==> config.mk <==
export PLATFORM = sky130hd
export DESIGN_NAME = tsmf_split_mc
export DESIGN_NICKNAME = d
export VERILOG_FILES = /design/src/rtl/tsmf_split_mc.sv
export SDC_FILE = /design/constraint.sdc
export NUM_CORES = 1
export LEC_CHECK = 0
export BUFFER_PORTS_ARGS = -buffer_cell sky130_fd_sc_hd__clkbuf_2
export CELL_PAD_IN_SITES_DETAIL_PLACEMENT = 1
export CELL_PAD_IN_SITES_GLOBAL_PLACEMENT = 2
export CORE_UTILIZATION = 36
export DETAILED_ROUTE_END_ITERATION = 6
export PLACE_DENSITY = 0.8
export SLEW_MARGIN = 20
export SYNTH_ARGS = -nofsm -noshare
export SYNTH_HDL_FRONTEND = slang
export SYNTH_SLANG_ARGS = --single-unit
==> constraint.sdc <==
create_clock -name clk -period 4.2 [get_ports clk]
set_clock_uncertainty 0.15 [all_clocks]
set_input_delay 0 -clock clk [delete_from_list [all_inputs] [get_ports clk]]
set_output_delay 0 -clock clk [all_outputs]
set_load 0.01 [all_outputs]
==> src/rtl/tsmf_split_mc.sv <==
`default_nettype none
// ============================================================================
// Module   : tsmf_split_mc
// Purpose  : Routes TSMF packets by relative stream ID into per-channel ring
//            buffers (128-bit lines) in an external RAM, with credit return.
//            Optional continuity-counter check: define TSMF_CC_CHK_EN.
// Revision : 1.0  initial release
// ============================================================================
module tsmf_split_mc #(
    parameter  int CH_NUM   = 8,
    parameter  int SLOT_NUM = 64,
    localparam int CH_W     = $clog2(CH_NUM),
    localparam int SLOT_W   = $clog2(SLOT_NUM),
    localparam int ADDR_W   = CH_W + SLOT_W + 4
) (
    input  logic              clk,
    input  logic              rst,
    input  logic [31:0]       ts_din,
    input  logic              ts_din_en,
    input  logic [7:0]        freq_con_din,
    input  logic              freq_con_din_en,
    input  logic [7:0]        channel_din,
    input  logic              channel_din_en,
    output logic              ts_ram_wr,
    output logic [ADDR_W-1:0] ts_ram_waddr,
    output logic [127:0]      ts_ram_wdata,
    output logic              ts_ram_valid,
    output logic [CH_W-1:0]   ts_ram_vch,
    output logic [SLOT_W-1:0] ts_ram_vslot,
    input  logic              ts_ram_rel,
    input  logic [CH_W-1:0]   ts_ram_rel_ch,
`ifdef TSMF_CC_CHK_EN
    output logic              cc_err,
`endif
    output logic              drop_pulse,
    output logic              ovf_pulse
);

    localparam logic [SLOT_W:0] c_occ_full = (SLOT_W+1)'(SLOT_NUM);
    localparam logic [5:0]      c_last_idx = 6'd46;

    typedef enum logic [2:0] {
        S_IDLE = 3'd0,
        S_HDR  = 3'd1,
        S_PAY  = 3'd2,
        S_DONE = 3'd3,
        S_SKIP = 3'd4
    } state_t;

    state_t r_state, w_state_nxt;

    logic [CH_W:0]     r_shadow [16];
    logic [CH_W:0]     r_map    [16];
    logic [4:0]        r_cfg_idx;
    logic              r_cfg_en_q;
    logic              r_commit_pend;
    logic [SLOT_W-1:0] r_wptr [CH_NUM];
    logic [SLOT_W:0]   r_occ  [CH_NUM];
    logic              r_en_q;
    logic [3:0]        r_sid;
    logic [CH_W-1:0]   r_ch;
    logic [SLOT_W-1:0] r_slot;
    logic [5:0]        r_widx;
    logic [95:0]       r_acc;

    logic              w_start, w_accept, w_drop, w_ovf, w_wr, w_commit, w_cfg_fall;
    logic              w_flush_hit;
    logic [CH_W:0]     w_map_ent;
    logic [CH_W-1:0]   w_map_ch;
    logic [CH_W-1:0]   w_flush_ch;
    logic [CH_NUM-1:0] w_inc, w_dec, w_flush;

    // A packet starts only on a rising enable, so a packet cut by reset is skipped.
    assign w_start     = ts_din_en && !r_en_q;
    assign w_map_ent   = r_map[r_sid];
    assign w_map_ch    = w_map_ent[CH_W-1:0];
    assign w_flush_ch  = channel_din[CH_W-1:0];
    assign w_flush_hit = channel_din_en && (w_flush_ch == r_ch);
    assign w_cfg_fall  = r_cfg_en_q && !freq_con_din_en;
    assign w_commit    = (w_cfg_fall || r_commit_pend) && (r_state == S_IDLE);

    always_ff @(posedge clk) begin
        r_en_q <= ts_din_en;
    end

    always_ff @(posedge clk) begin
        if (rst) r_state <= S_IDLE;
        else     r_state <= w_state_nxt;
    end

    always_comb begin
        w_state_nxt = r_state;
        w_accept    = 1'b0;
        w_drop      = 1'b0;
        w_ovf       = 1'b0;
        w_wr        = 1'b0;
        case (r_state)
            S_IDLE: if (w_start) w_state_nxt = S_HDR;
            S_HDR: begin
                if (!ts_din_en) begin
                    w_drop      = 1'b1;
                    w_state_nxt = S_IDLE;
                end else if (ts_din[31:24] != 8'h47 || !w_map_ent[CH_W]) begin
                    w_drop      = 1'b1;
                    w_state_nxt = S_SKIP;
                end else if (r_occ[w_map_ch] == c_occ_full) begin
                    w_ovf       = 1'b1;
                    w_state_nxt = S_SKIP;
                end else begin
                    w_accept    = 1'b1;
                    w_state_nxt = S_PAY;
                end
            end
            S_PAY: begin
                if (!ts_din_en) begin
                    w_drop      = 1'b1;
                    w_state_nxt = S_IDLE;
                end else if (w_flush_hit) begin
                    w_drop      = 1'b1;
                    w_state_nxt = S_SKIP;
                end else begin
                    w_wr = (r_widx[1:0] == 2'd3) || (r_widx == c_last_idx);
                    if (r_widx == c_last_idx) w_state_nxt = S_DONE;
                end
            end
            S_DONE: w_state_nxt = ts_din_en ? S_SKIP : S_IDLE;
            S_SKIP: if (!ts_din_en) w_state_nxt = S_IDLE;
            default: w_state_nxt = S_IDLE;
        endcase
    end

    always_ff @(posedge clk) begin
        if (rst) begin
            ts_ram_wr    <= 1'b0;
            ts_ram_waddr <= '0;
            ts_ram_wdata <= '0;
            ts_ram_valid <= 1'b0;
            ts_ram_vch   <= '0;
            ts_ram_vslot <= '0;
            drop_pulse   <= 1'b0;
            ovf_pulse    <= 1'b0;
            r_sid        <= '0;
            r_ch         <= '0;
            r_slot       <= '0;
            r_widx       <= '0;
            r_acc        <= '0;
        end else begin
            ts_ram_wr    <= w_wr;
            drop_pulse   <= w_drop;
            ovf_pulse    <= w_ovf;
            ts_ram_valid <= (r_state == S_DONE);
            if (r_state == S_DONE) begin
                ts_ram_vch   <= r_ch;
                ts_ram_vslot <= r_slot;
            end
            if (r_state == S_IDLE && w_start) r_sid <= ts_din[3:0];
            if (w_accept) begin
                r_ch   <= w_map_ch;
                r_slot <= r_wptr[w_map_ch];
                r_widx <= 6'd1;
                r_acc  <= {r_acc[63:0], ts_din};
            end
            if (r_state == S_PAY && ts_din_en) begin
                r_widx <= r_widx + 6'd1;
                r_acc  <= {r_acc[63:0], ts_din};
            end
            if (w_wr) begin
                ts_ram_waddr <= {r_ch, r_slot, r_widx[5:2]};
                // The last line carries only three words; the low word is zero.
                ts_ram_wdata <= (r_widx == c_last_idx) ? {r_acc[63:0], ts_din, 32'h0}
                                                       : {r_acc, ts_din};
            end
        end
    end

    always_comb begin
        w_inc   = '0;
        w_dec   = '0;
        w_flush = '0;
        for (int c = 0; c < CH_NUM; c++) begin
            w_inc[c]   = (r_state == S_DONE) && (r_ch == CH_W'(c));
            w_dec[c]   = ts_ram_rel && (ts_ram_rel_ch == CH_W'(c)) && (r_occ[c] != '0);
            w_flush[c] = channel_din_en && (w_flush_ch == CH_W'(c));
        end
    end

    always_ff @(posedge clk) begin
        for (int c = 0; c < CH_NUM; c++) begin
            if (rst || w_flush[c]) begin
                r_wptr[c] <= '0;
                r_occ[c]  <= '0;
            end else begin
                if (w_inc[c]) r_wptr[c] <= r_wptr[c] + 1'b1;
                if (w_inc[c] && !w_dec[c])      r_occ[c] <= r_occ[c] + 1'b1;
                else if (!w_inc[c] && w_dec[c]) r_occ[c] <= r_occ[c] - 1'b1;
            end
        end
    end

    // Shadow table fills during a burst; the active map only changes between packets.
    always_ff @(posedge clk) begin
        if (rst) begin
            for (int i = 0; i < 16; i++) begin
                r_shadow[i] <= '0;
                r_map[i]    <= '0;
            end
            r_cfg_idx     <= '0;
            r_cfg_en_q    <= 1'b0;
            r_commit_pend <= 1'b0;
        end else begin
            r_cfg_en_q <= freq_con_din_en;
            if (!freq_con_din_en) begin
                r_cfg_idx <= '0;
            end else if (!r_cfg_idx[4]) begin
                r_shadow[r_cfg_idx[3:0]] <= {freq_con_din[7], freq_con_din[CH_W-1:0]};
                r_cfg_idx                <= r_cfg_idx + 5'd1;
            end
            if (w_commit) begin
                for (int i = 0; i < 16; i++) r_map[i] <= r_shadow[i];
                r_commit_pend <= 1'b0;
            end else if (w_cfg_fall) begin
                r_commit_pend <= 1'b1;
            end
        end
    end

`ifdef TSMF_CC_CHK_EN
    logic [3:0]  r_cc_last [16];
    logic [15:0] r_cc_seen;
    logic [3:0]  r_cc_cur;

    always_ff @(posedge clk) begin
        if (rst) begin
            for (int i = 0; i < 16; i++) r_cc_last[i] <= '0;
            r_cc_seen <= '0;
            r_cc_cur  <= '0;
            cc_err    <= 1'b0;
        end else begin
            cc_err <= 1'b0;
            if (r_state == S_PAY && ts_din_en && r_widx == 6'd1) r_cc_cur <= ts_din[27:24];
            if (w_commit) r_cc_seen <= '0;
            if (r_state == S_DONE) begin
                cc_err               <= r_cc_seen[r_sid] && (r_cc_cur != r_cc_last[r_sid] + 4'd1);
                r_cc_last[r_sid]     <= r_cc_cur;
                r_cc_seen[r_sid]     <= 1'b1;
            end
        end
    end
`endif

endmodule
`default_nettype wire

* After elaboration in Yosys (flattened, before gate mapping)
Memories as Yosys holds them, arrays and structs flattened. A register that Yosys moved wholly into a read port is not among the register bits.
Cells that the tools add are included.
Widths: inputs -> output; s select.
** Cells by class
- $add $sub $neg :: 26
- Equality and inequality tests :: 33
- Mux-type cells :: 179
- Bitwise operators :: 43
- Reduce and logical (&&, ||, !) cells :: 102
** Operators by type and width (number)
- $mux 96 :: 2
- $mux 128 :: 1
- $mux 1 :: 118
- $mux 7 :: 16
- $mux 4 :: 20
- $mux 6 :: 10
- $add 7x1->7 const B :: 8
- $reduce_bool 7->1 :: 8
- $sub 7x1->7 const B :: 8
- $add 6x1->6 const B :: 9
- $logic_and 1x1->1 :: 54
- $or 1x1->1 :: 40
- $eq 3x3->1 const B :: 13
- $mux 3 :: 9
- $eq 3x2->1 const B :: 8
- $logic_not 1->1 :: 19
- $pmux 3 s5 :: 1
- $eq 3x1->1 const B :: 4
- $logic_not 3->1 :: 4
- $logic_or 1x1->1 :: 11
- $ne 8x7->1 const B :: 1
- $reduce_or 4->1 :: 2
- $eq 7x7->1 const B :: 1
- $eq 6x6->1 const B :: 1
- 11 further kinds :: 15
** Word-level totals
- Register bits :: 274
- Bits in writable memories :: 232
- Bits of input ports :: 57
- Output and inout bits :: 154
- Logic and storage cells :: 405
- Memories :: 4
** Memories
- r_map :: words 16, width 4, rd ports 1, clocked after memory_dff 1, wr ports 16, line 53 : logic [CH_W:0] r_map [16];
- r_shadow :: words 16, width 4, rd ports 16, clocked after memory_dff 0, wr ports 16, line 52 : logic [CH_W:0] r_shadow [16];
- r_occ :: words 8, width 7, rd ports 9, clocked after memory_dff 0, wr ports 8, line 58 : logic [SLOT_W:0] r_occ [CH_NUM];
- r_wptr :: words 8, width 6, rd ports 9, clocked after memory_dff 1, wr ports 8, line 57 : logic [SLOT_W-1:0] r_wptr [CH_NUM];

* Depth between registers and ports, before layout
Gate-level depths: netlist (run 1).
- Depth after elaboration :: 10
- Depth in mapped cells :: 15
- Mapped depth without buffers :: 13

* Worst setup path after synthesis (run 1)
OpenSTA, ideal clock, no wires.
- Path type :: reg2reg
- Start :: reg r_state[2]
- End :: mem r_map[0][0] (netlist bit), enable pin
- Library setup time :: 499 ps
- Data arrival time :: 3845 ps
- Data required time :: 3551 ps
- Setup slack :: -294 ps
- Cell stages (with the launch flop) :: 4
- Buffers on the path :: 1
- Clock period less this slack :: 4494 ps
- Cells stage by stage :: dfxtp_1 > clkbuf_1 > or3_1 > o21bai_1
** RTL lines
- from (decl) :: line 50 : state_t r_state, w_state_nxt;
- from (signal assigned) :: line 88 : else r_state <= w_state_nxt;
- to (decl) :: line 53

==> flow_metrics.tcl, run 1 <==
set metrics [dict create \
    status "complete, no violations" \
    yosysSeqAreaShare 0.530 \
    period_minus_slack_ns 3.71 \
    path_clk_slew_ns 0.06 \
    n_fill_cell 7183 \
    pre_cts_ws_ns 0.461 \
    max-cap-violations 0 \
    rsz0062_at_grt "false" \
    fin_ws_ns 0.495 \
    final-setup-viol-count 0 \
    async_flop_share 0 \
    final_cell_mix "dfxtp_1 (284), nor2_1 (265), edfxtp_1 (232)" \
    clkLatencyLatePin_ns 0.63 \
    cts_buffers 57 \
    grt_usage 0.182 \
    htreeDepth 2 \
    syn-num-nets 2335 \
    arrival_ns 4.09 \
    fmax_mhz 270 \
    io_pins 211 \
    worstMarginPinSlew_ns 1.11 \
    cts_buffer_depth 3 \
    core_area_mm2 0.0657 \
    start_util 0.363 \
    drt_wl_total_um 62800 \
    syn-mean-instance-area_um2 10.7 \
    peakVddDrop_mv 0.301 \
    cts_resized 0 \
    grt_pass1_vias 17719 \
    fin_crit_sh 0.882 \
    hold_depth 5 \
    finalHoldViolCount 0 \
    gr-total-overflow 0 \
    p_leak_nw 10.6 \
    drive_gt1_frac 0.152 \
    firstDrtPassIters 5 \
    yosys_warnings 0 \
    power.density_mw_per_mm2 410 \
    min_to "r_wptr[4][1]" \
    drt-initial-drc-count 1080 \
    cts_sinks 516 \
    cp-end-kind "register" \
    crit_path_start_kind "register" \
    port_buffers 201 \
    finalMaxSlewViolations 0 \
    ant_nets 0 \
    final_nets 2524 \
    grt_pass1_wl_um 98500 \
    antenna_found_initial 2 \
    wl_per_cell_um 18.8 \
    fp.dieH_um 260 \
    drc 0 \
    antenna_cells 0 \
    route.detailed.vias_per_inst 5.22 \
    critPathKind "register to register" \
    vias 17429 \
    tns_ns 0 \
    r2r_cells 8 \
    max_slew_margin 0.259 \
    cts_tree "yes" \
    synth_edf_count 232 \
    grt_max_degree 279 \
    place_congestion 0.821 \
    die_area_mm2 0.0674 \
    synth_ff_type "dfxtp_1" \
    worst-endpoint-required_ns 4.58 \
    cpMaxStageDelayCell "mux4_2" \
    final_common_cell "dfxtp_1" \
    crit_path_max_fanout 25 \
    crit_chain "mux4_2, mux4_2, clkinv_4, nand3_2, a2111o_1, nand3_1, buf_4, mux2i_1" \
    area_delta_synth_final_pct 18.0 \
    syn-cell-area_mm2 0.0239 \
    min_from "channel_din[0]" \
    hpwl_um 43000 \
    synth.distinct_cells 67 \
    reg2reg_slack_ns 0.49 \
    fp.dieW_um 260 \
    ys_ff_latch 516 \
    root_buffer "clkbuf_16" \
    post_cts_buffers 0 \
    postCtsHoldBufs 43 \
    row_count 94 \
    cp_common_cell "mux4_2" \
    min_path_type "input port to register" \
    synth_cells 2237 \
    reg2reg_to "r_acc[25]" \
    critPathMaxStageDelay_ns 0.69 \
]
==> cells in the mapped netlist, types with 35 or more instances <==
cell | instances | share of area
a211oi_1 | 102 | 0.032
a21oi_1 | 77 | 0.016
a22oi_1 | 42 | 0.013
and2_1 | 110 | 0.029
clkbuf_1 | 116 | 0.018
dfxtp_1 | 284 | 0.24
edfxtp_1 | 232 | 0.29
ha_1 | 40 | 0.021
mux2i_1 | 215 | 0.090
nand2_1 | 130 | 0.020
nand2b_1 | 136 | 0.036
nand3_1 | 45 | 0.0094
nor2_1 | 266 | 0.042
nor2b_1 | 35 | 0.0092
xor2_1 | 35 | 0.013
==> metal layers <==
metal  global-route usage  share of wire  vias up
li1                     -              -     8435
met1                0.243           0.46     8602
met5                    0        0.00018        -
met4               0.0503          0.022        2
met3               0.0339          0.043       91
met2                0.301           0.47      299
==> area by class of cell <==
| class | count | area [um^2] | area share |
|---|---|---|---|
| flip-flops and latches | 516 | 12700 | 0.449 |
| multi-input cells | 1544 | 10500 | 0.374 |
| repair buffers | 271 | 1710 | 0.0609 |
| clock buffers | 77 | 1660 | 0.0588 |
| well taps | 864 | 1080 | 0.0384 |
| clock inverters | 31 | 390 | 0.0139 |
| inverters | 36 | 140 | 0.00497 |
==> metrics by stage <==
step	utilization	cells	hold WS (ns)	power (mW)	area [um^2]
floorplan	-	2237	-0.122	5.99	23900
global placement	0.390	3186	0.0700	6.19	25700
detailed placement	0.390	3186	0.0862	6.22	25700
CTS	0.428	3337	0.00767	11.7	28100
global route	0.428	3339	0.0519	11.9	28200
finish	0.428	3339	0.0392	11.5	28200
==> critical path, delay by kind of cell, from the launching register on <==
family | cells | cell delay, ns
compound gates | 1 | 0.45
buf+inv | 2 | 0.59
flops | 1 | 0.63
mux | 3 | 1.55
simple gates | 2 | 0.22
==> kinds of logic (layout without fill, tap and decap cells) <==
| logic type | after synthesis | count (layout) | synth area share |
|---|---|---|---|
| AO/OA/AOI/OAI | 346 | 346 | 0.103 |
| XOR/XNOR | 61 | 61 | 0.0224 |
| adder cells (fa/ha/maj) | 41 | 41 | 0.0218 |
| buffers and inverters | 177 | 415 | 0.0310 |
| flip-flops | 516 | 516 | 0.530 |
| multiplexers | 236 | 236 | 0.110 |
| AND/OR/NAND/NOR | 860 | 860 | 0.182 |
==> worst max path at each step <==
stage	start	end	slack, ns	cells past startpoint
final	register	r_acc[25]	0.49	8
after global routing	register	r_acc[25]	0.30	8
after CTS	register	r_acc[25]	0.45	8
after detailed placement	register	r_acc[53]	0.46	8
after global placement	register	r_widx[4]	0.54	8
after floorplan	r_state[1]	r_occ[4][6]	0.73	14
==> power breakdown <==
group          internal, mW  switching [mW]
Clock                  3.22            2.17
Sequential             5.39           0.119
Combinational         0.255           0.383
Total                  8.86            2.67
==> state kept, by name (all words and copies together), names as in the netlist, named ones only <==
name and flops:
r_map 64, r_commit_pend 1, r_acc 96, ts_ram_valid 1, r_en_q 1, r_sid 4, r_state 3, ts_ram_vch 3
ovf_pulse 1, ts_ram_wr 1, r_occ 56, r_widx 6, r_cfg_idx 5, r_cfg_en_q 1, r_wptr 48, r_shadow 64
r_ch 3, ts_ram_vslot 6, drop_pulse 1, r_slot 6, ts_ram_waddr 13, ts_ram_wdata 128
Power figures use the tool's default switching activity.
==> run 2, diff against run 1 <==
--- a/config.mk
+++ b/config.mk
@@ -11,6 +11,7 @@
 export CORE_UTILIZATION = 36
 export DETAILED_ROUTE_END_ITERATION = 6
 export PLACE_DENSITY = 0.8
+export RECOVER_POWER = 25
 export SLEW_MARGIN = 20
 export SYNTH_ARGS = -nofsm -noshare
 export SYNTH_HDL_FRONTEND = slang
==> flow_metrics.tcl, run 2 (same netlist as run 1, synthesis figures left out) <==
set metrics [dict create \
    status "finished, violations left" \
    violations "max-capacitance violations, max-slew violations" \
    start_util 0.363 \
    final_cell_mix "dfxtp_1 (284), nor2_1 (265), edfxtp_1 (232)" \
    fin_crit_sh 0.891 \
    sw_frac_of_total 0.232 \
    reg2reg_slack_ns 0.46 \
    fin_hold_ws_ns 0.0371 \
    min_from "channel_din[0]" \
    largestRegisters "ts_ram_wdata: 128 flops, r_acc: 96 flops" \
    largest_reg_flops 128 \
    min_to "r_wptr[4][1]" \
    p_int_mw 8.86 \
    grt_pass1_wl_um 98500 \
    drc 0 \
    cts_buffer_depth 3 \
    peakVddDrop_mv 0.301 \
    tns_ns 0 \
    grt_pass1_vias 17719 \
    hpwl_um 43000 \
    hold_depth 5 \
    min_path_type "input port to register" \
    firstDrtPassIters 5 \
    clkLatencyLatePin_ns 0.63 \
    ant_nets 0 \
    critPathKind "register to register" \
    io_pins 211 \
    reg2reg_to "r_widx[5]" \
    row_count 94 \
    p_clk_frac 0.467 \
    drt_wl_total_um 63100 \
    crit_path_start_kind "register" \
    die_area_mm2 0.0674 \
    final_nets 2524 \
    port_buffers 201 \
    fmax_mhz 267 \
    r2r_cells 8 \
    crit_path_max_fanout 25 \
    gr-total-overflow 0 \
    cp-end-kind "register" \
    finalHoldViolCount 0 \
    utilization 0.425 \
    fp.dieH_um 260 \
    area_delta_synth_final_pct 17.1 \
    power_frac_comb 0.055 \
    place_congestion 0.821 \
    pre_cts_ws_ns 0.461 \
    grt_usage 0.182 \
    drive_gt1_frac 0.0885 \
    arrival_ns 3.96 \
    grt_max_degree 279 \
    fp.dieW_um 260 \
    fin_ws_ns 0.458 \
    cts_buffers 57 \
    htreeDepth 2 \
    route.detailed.vias_per_inst 5.21 \
    antenna_found_initial 2 \
    final_common_cell "dfxtp_1" \
    cts_tree "yes" \
    root_buffer "clkbuf_16" \
    p_leak_nw 10.0 \
    path_clk_slew_ns 0.06 \
    drt-initial-drc-count 1037 \
    wl_per_cell_um 18.9 \
    max_slew_margin -0.877 \
    max-cap-violations 1 \
    period_minus_slack_ns 3.74 \
    power.density_mw_per_mm2 413 \
    core_area_mm2 0.0657 \
    worstMarginPinSlew_ns 2.82 \
    cts_sinks 516 \
    power_frac_seq 0.477 \
    p_switching_mw 2.67 \
    rsz0062_at_grt "false" \
    largest-register "ts_ram_wdata" \
    vias 17415 \
    final-setup-viol-count 0 \
    worst-endpoint-required_ns 4.42 \
    post_cts_buffers 0 \
    finalMaxSlewViolations 279 \
]
## run 2: power groups by stage
stage / Clock (mW) / Combinational (mW) / Sequential [mW]
3_3_place_gp: 0 / 0.581 / 5.61
2_1_floorplan: 0 / 0.437 / 5.55
4_1_cts: 5.52 / 0.639 / 5.51
3_5_place_dp: 0 / 0.604 / 5.61
6_report: 5.39 / 0.638 / 5.51
5_1_grt: 5.71 / 0.698 / 5.52
## run 2: timing repair
action / in CTS / in global routing
hold endpoints to repair: 222 / 0
hold buffers: 43 / 0
gates resized for setup: 0 / 0
## run 2: worst max-delay path by stage
stage | endpoint | slack, ns
CTS | r_acc[25] | 0.45
finish | r_widx[5] | 0.46
detailed placement | r_acc[53] | 0.46
global route | r_widx[4] | 0.21
global placement | r_widx[4] | 0.54
floorplan | r_occ[4][6] | 0.73
## run 2: stage by stage
stage	instances	instance area (um^2)	total power, mW
finish	3340	27900	11.5
global route	3339	27900	11.9
CTS	3337	28100	11.7
detailed placement	3186	25700	6.22
global placement	3186	25700	6.19
floorplan	2237	23900	5.99
## run 2: layout make-up
| class | instances | area (um^2) |
|---|---|---|
| diodes | 1 | 2.50 |
| well taps | 864 | 1080 |
| inverters | 36 | 140 |
| multi-input cells | 1544 | 10500 |
| repair buffers | 271 | 1500 |
| clock inverters | 31 | 390 |
| flip-flops and latches | 516 | 12700 |
| clock buffers | 77 | 1660 |
| fillers | 7248 | 37800 |
## run 2: critical path: stages (launching register included)
cell and delay (ns):
dfxtp_1 0.63, mux4_2 0.60, mux4_2 0.69, clkinv_4 0.17
nand3_2 0.11, a2111o_1 0.44, nand3_1 0.11, buf_4 0.41
a311oi_1 0.17
## run 2: layer usage
| metal | routed length, um | global-route usage | vias to the layer above |
|---|---|---|---|
| met3 | 2780 | 0.0339 | 89 |
| met5 | 11 | 0 | - |
| met1 | 29000 | 0.243 | 8606 |
| li1 | - | - | 8425 |
| met4 | 1410 | 0.0503 | 2 |
| met2 | 29900 | 0.301 | 293 |
